File: config.mk
export PLATFORM = sky130hd
export DESIGN_NAME = gf180mcu_fd_sc_mcu9t5v0__antenna_sync_filter
export DESIGN_NICKNAME = d
export VERILOG_FILES = /design/src/rtl/gf180mcu_fd_sc_mcu9t5v0__antenna_sync_filter.sv
export SDC_FILE = /design/constraint.sdc
export NUM_CORES = 1
export LEC_CHECK = 0
export CORE_UTILIZATION = 52
export DETAILED_ROUTE_END_ITERATION = 8
export GPL_ROUTABILITY_DRIVEN = 0
export PLACE_DENSITY = 0.82
export SLEW_MARGIN = 40
export SYNTH_ARGS = -nofsm -noshare
export SYNTH_HDL_FRONTEND = slang
export SYNTH_SLANG_ARGS = --single-unit
File: constraint.sdc
create_clock -name CLK -period 1.6 [get_ports CLK]
set_input_delay 0.32 -clock CLK [delete_from_list [all_inputs] [get_ports CLK]]
set_output_delay 0.32 -clock CLK [all_outputs]
set_load 0.005 [all_outputs]
File: src/rtl/gf180mcu_fd_sc_mcu9t5v0__antenna_sync_filter.sv
// Input conditioner for antenna-protected nets entering the core clock domain.
// Per channel: synchroniser, persistence deglitch filter, edge pulses, sticky glitch flag.
module gf180mcu_fd_sc_mcu9t5v0__antenna_sync_filter #(
  parameter int unsigned      WIDTH       = 4,
  parameter int unsigned      SYNC_STAGES = 2,
  parameter int unsigned      FILT_CNT    = 3,
  parameter logic [WIDTH-1:0] INIT        = '0
) (
  input  logic             CLK,
  input  logic             RN,
  input  logic [WIDTH-1:0] I,
  input  logic             EN,
  input  logic             CLR,
  output logic [WIDTH-1:0] Z,
  output logic [WIDTH-1:0] RISE,
  output logic [WIDTH-1:0] FALL,
  output logic [WIDTH-1:0] GLITCH,
  output logic             CHG
);

  localparam int unsigned   CW   = $clog2(FILT_CNT + 1);
  localparam logic [CW-1:0] LAST = CW'(FILT_CNT - 1);

  logic [WIDTH-1:0] r_sync [SYNC_STAGES];
  logic [WIDTH-1:0] w_s;
  logic [WIDTH-1:0] w_pulse;
  logic             r_chg;

  always_ff @(posedge CLK or negedge RN) begin
    if (!RN) begin
      for (int k = 0; k < int'(SYNC_STAGES); k++) begin
        r_sync[k] <= INIT;
      end
    end else begin
      r_sync[0] <= I;
      for (int k = 1; k < int'(SYNC_STAGES); k++) begin
        r_sync[k] <= r_sync[k-1];
      end
    end
  end

  assign w_s = r_sync[SYNC_STAGES-1];

  for (genvar g = 0; g < int'(WIDTH); g++) begin : g_ch
    logic [CW-1:0] r_cnt;
    logic          r_z;
    logic          r_rise;
    logic          r_fall;
    logic          r_glitch;

    logic          w_pend;
    logic          w_hit;
    logic          w_step;
    logic          w_abort;
    logic [CW-1:0] w_cnt_nxt;
    logic          w_z_nxt;
    logic          w_rise_nxt;
    logic          w_fall_nxt;
    logic          w_glitch_nxt;

    assign w_pend  = w_s[g] ^ r_z;
    assign w_hit   = w_pend && (r_cnt == LAST);
    assign w_step  = w_pend && !w_hit;
    assign w_abort = !w_pend && (r_cnt != '0);

    always_comb begin
      w_cnt_nxt    = r_cnt;
      w_z_nxt      = r_z;
      w_rise_nxt   = 1'b0;
      w_fall_nxt   = 1'b0;
      w_glitch_nxt = r_glitch & ~CLR;
      if (!EN) begin
        // a pend dropped by EN is not a glitch
        w_cnt_nxt = '0;
      end else begin
        unique case (1'b1)
          w_hit: begin
            w_cnt_nxt  = '0;
            w_z_nxt    = w_s[g];
            w_rise_nxt = w_s[g];
            w_fall_nxt = ~w_s[g];
          end
          w_step: begin
            w_cnt_nxt = r_cnt + CW'(1);
          end
          w_abort: begin
            w_cnt_nxt    = '0;
            w_glitch_nxt = 1'b1;
          end
          default: ;
        endcase
      end
    end

    always_ff @(posedge CLK or negedge RN) begin
      if (!RN) begin
        r_cnt    <= '0;
        r_z      <= INIT[g];
        r_rise   <= 1'b0;
        r_fall   <= 1'b0;
        r_glitch <= 1'b0;
      end else begin
        r_cnt    <= w_cnt_nxt;
        r_z      <= w_z_nxt;
        r_rise   <= w_rise_nxt;
        r_fall   <= w_fall_nxt;
        r_glitch <= w_glitch_nxt;
      end
    end

    assign w_pulse[g] = w_rise_nxt | w_fall_nxt;
    assign Z[g]       = r_z;
    assign RISE[g]    = r_rise;
    assign FALL[g]    = r_fall;
    assign GLITCH[g]  = r_glitch;
  end

  always_ff @(posedge CLK or negedge RN) begin
    if (!RN) begin
      r_chg <= 1'b0;
    end else begin
      r_chg <= |w_pulse;
    end
  end

  assign CHG = r_chg;

endmodule

==> run summary <==
status = complete, no violations
top-area cell type share of the netlist area = 52.5%
Power Dens Cells = 1550 nW/µm²
vias in the first global route = 1,009
Worst setup startpoint = g_ch[0].r_glitch$_DFF_PN0_
Combinational Power Share = 40.7%
crit path DAT = 1.21 ns
Max VDD drop = 0.738 mV
Net Count, Synth = 157
sequential fraction of the synthesis area = 52.5%
sw frac = 33.0%
critical path depth = 1
setup slack at placement = -0.0305 ns
cell family with most CP delay = buffers and inverters
Antenna diodes = 0
Power Internal = 0.00191 W
cts hold-fix bufs = 0
Clk Tree Root Cell = clkbuf_4
Setup WS post-layout = 0.0699 ns
worst-margin pin slew = 0.413 ns
startpoint types = flip-flop
crit end category = output port
Worst EP required = 1.28 ns
achievable frequency = 0.654 GHz
headroom to the max-slew limit = 72.3%
clock power share = 18.6%
drt first-iter violations = 28
CTS clk-pin slew, worst paths = 0.10 ns
CTS Buf Count = 5
Residual DRC = 0
crit-path cells = clkdlybuf4s50_1
fraction of registers with async set/reset = 100%
placed cell areas = 1740 µm²
Port Buffer Count = 24
Via density = 5.35
Reg2Reg Depth = 5
Yosys reg bits = 33
EDFF count, synth = 0
Flop pwr share = 40.7%
clk buf depth = 2
Final Util = 65.8%
post-route minimum period = 1.53 ns
main area contributors after synthesis = dfrtp_1 (52%), ha_1 (9.5%), buf_4 (7.6%)
initial antenna violation count = 0
DP HPWL = 1.80 mm
static leakage = 0.809 nW
Psw = 0.000941 W
Total GRT Usage = 18.1%
CP Class = flip-flop to output port
Routed Antenna Nets = 0
RSZ-0062 raised after global routing = false
Rows = 19
Final Skew = 0.00875 ns
leading area contributor after synthesis = dfrtp_1
first-pass GRT wire length = 4.31 mm
grt ovf = 0
Final setup viols = 0
layout cells sized above 1 = 12.7%
CORE AREA = 2810 µm²
CTS sink cnt = 33
ys flop type = dfrtp_1
fin. max-slew vios = 0
crit path buf inv count = 1
hold slack = 0.358 ns
Hold Path Class = flip-flop to flip-flop
RR Endpoint = g_ch[3].r_cnt[0]$_DFFE_PN0P_
TritonCTS clock tree = built
Cell variety after synth = 29
Tot Pwr = 0.00285 W
cell area after synthesis = 1570 µm²
post-route cell area = 1850 µm²
crit path max-delay cell type = clkdlybuf4s50_1
Avg Cell Area, Syn = 11.5 µm²
die area = 3250 µm²
Area growth syn-to-layout = 17.2%
clock latency on the worst-skew pair = 0.33 ns
Die W = 57.0 µm
largest net degree at the start of global routing = 34
via count = 1,011
R2R setup slack = 0.08 ns
synth warn = 0
Final Cycle Share = 95.6%
I/O pins = 25
MaxCap Viol Count = 0
Hold Vio Cnt, Final = 0
worst-path fanout max = 2
initial core utilization = 56.1%
crit path to = GLITCH[0]
drt wl/cell = 13.9 µm
1st-pass router iterations = 4
Syn Inst Count = 137
Die H = 57.0 µm
worst flop-to-flop path startpoint = g_ch[3].r_cnt[0]$_DFFE_PN0P_
CTS H-tree depth = 2
Routed WL = 2.63 mm
layout net count = 177
crit-path max cell delay = 0.51 ns
==> Yosys cell counts (all sizes together) (2+ instances only) <==
master / number
dfrtp: 33
buf: 17
inv: 13
ha: 12
o21ai: 9
nor3b: 8
nand2: 5
nand3b: 5
mux2: 4
nor2: 4
xnor2: 4
nor4: 3
o22ai: 3
a31oi: 2
nor2b: 2
o21a: 2
==> metal layers <==
layer  routed length [µm]  GRT usage (%)  vias to the layer above
met2                 1310           29.6                       32
li1                     -              -                      486
met3                  167           6.80                        7
met1                 1110           20.8                      486
met5                    0              0                        -
met4                   51           9.06                        0
==> power groups by stage <==
stage / Combinational (W) / Sequential (W) / Clock (W)
after floorplan: 0.000794 / 0.00117 / 0
after global placement: 0.000980 / 0.00119 / 0
after detailed placement: 0.00103 / 0.00121 / 0
after CTS: 0.00116 / 0.00116 / 0.000543
after global routing: 0.00129 / 0.00118 / 0.000581
final: 0.00116 / 0.00116 / 0.000530
==> state kept, by name, summed over array words and instances, names as in the netlist <==
signal	flops
r_sync	4
g_ch.r_rise	4
g_ch.r_fall	4
g_ch.r_glitch	4
g_ch.r_cnt	8
CHG	1
w_s	4
g_ch.r_z	4
==> cell usage in the layout (no fill, tap or decap), types with 3 or more instances in the layout <==
| cell type | count |
|---|---|
| nand3b_1 | 5 |
| nor4_1 | 3 |
| nand2_1 | 5 |
| xnor2_1 | 4 |
| nor2_1 | 4 |
| inv_1 | 13 |
| clkdlybuf4s50_1 | 24 |
| dfrtp_1 | 33 |
| nor3b_1 | 8 |
| clkbuf_4 | 5 |
| buf_4 | 6 |
| o21ai_0 | 8 |
| ha_1 | 11 |
| o22ai_1 | 3 |
| mux2_2 | 4 |
==> metrics by stage <==
stage | TNS [ns] | instances
finish | 0 | 189
global route | 0 | 189
CTS | 0 | 189
detailed placement | -0.0305 | 177
global placement | 0 | 177
floorplan | 0 | 137
==> final cells by class <==
class,instances,area (µm²)
sequential,33,826
multi-input combinational,73,559
fill,239,960
clock buffer,7,65.1
tap,31,38.8
inverter,14,66.3
clock inverter,1,5.00
timing repair buffer,30,285
==> worst min-delay path by stage <==
stage	from	end	slack, ns	depth (start not counted)
2_1_floorplan	RN	CHG$_DFF_PN0_	0.02	0
6_report	r_sync[7]$_DFF_PN0_	w_s[3]$_DFF_PN0_	0.36	0
3_5_place_dp	r_sync[7]$_DFF_PN0_	w_s[3]$_DFF_PN0_	0.33	0
4_1_cts	r_sync[7]$_DFF_PN0_	w_s[3]$_DFF_PN0_	0.36	0
3_3_place_gp	r_sync[5]$_DFF_PN0_	w_s[1]$_DFF_PN0_	0.33	0
5_1_grt	r_sync[7]$_DFF_PN0_	w_s[3]$_DFF_PN0_	0.38	0
==> repair_timing <==
action                     CTS  global route
setup endpoints to repair    4             1
gates cloned                 0             0
resized for setup            0             1
buffers inserted             4             0
==> cells by family (layout without fill, tap and decap cells) <==
logic type	after synthesis	in the layout	synth area share, %
DFF	33	33	52.5
AOI/OAI and AO/OA	20	20	7.79
and+or+nand+nor	31	31	11.8
adders and majority gates	12	12	9.54
xor gates and xnor gates	5	5	2.78
muxes	5	5	3.50
buffers and inverters	31	52	12.2
Power figures use the tool's default switching activity.
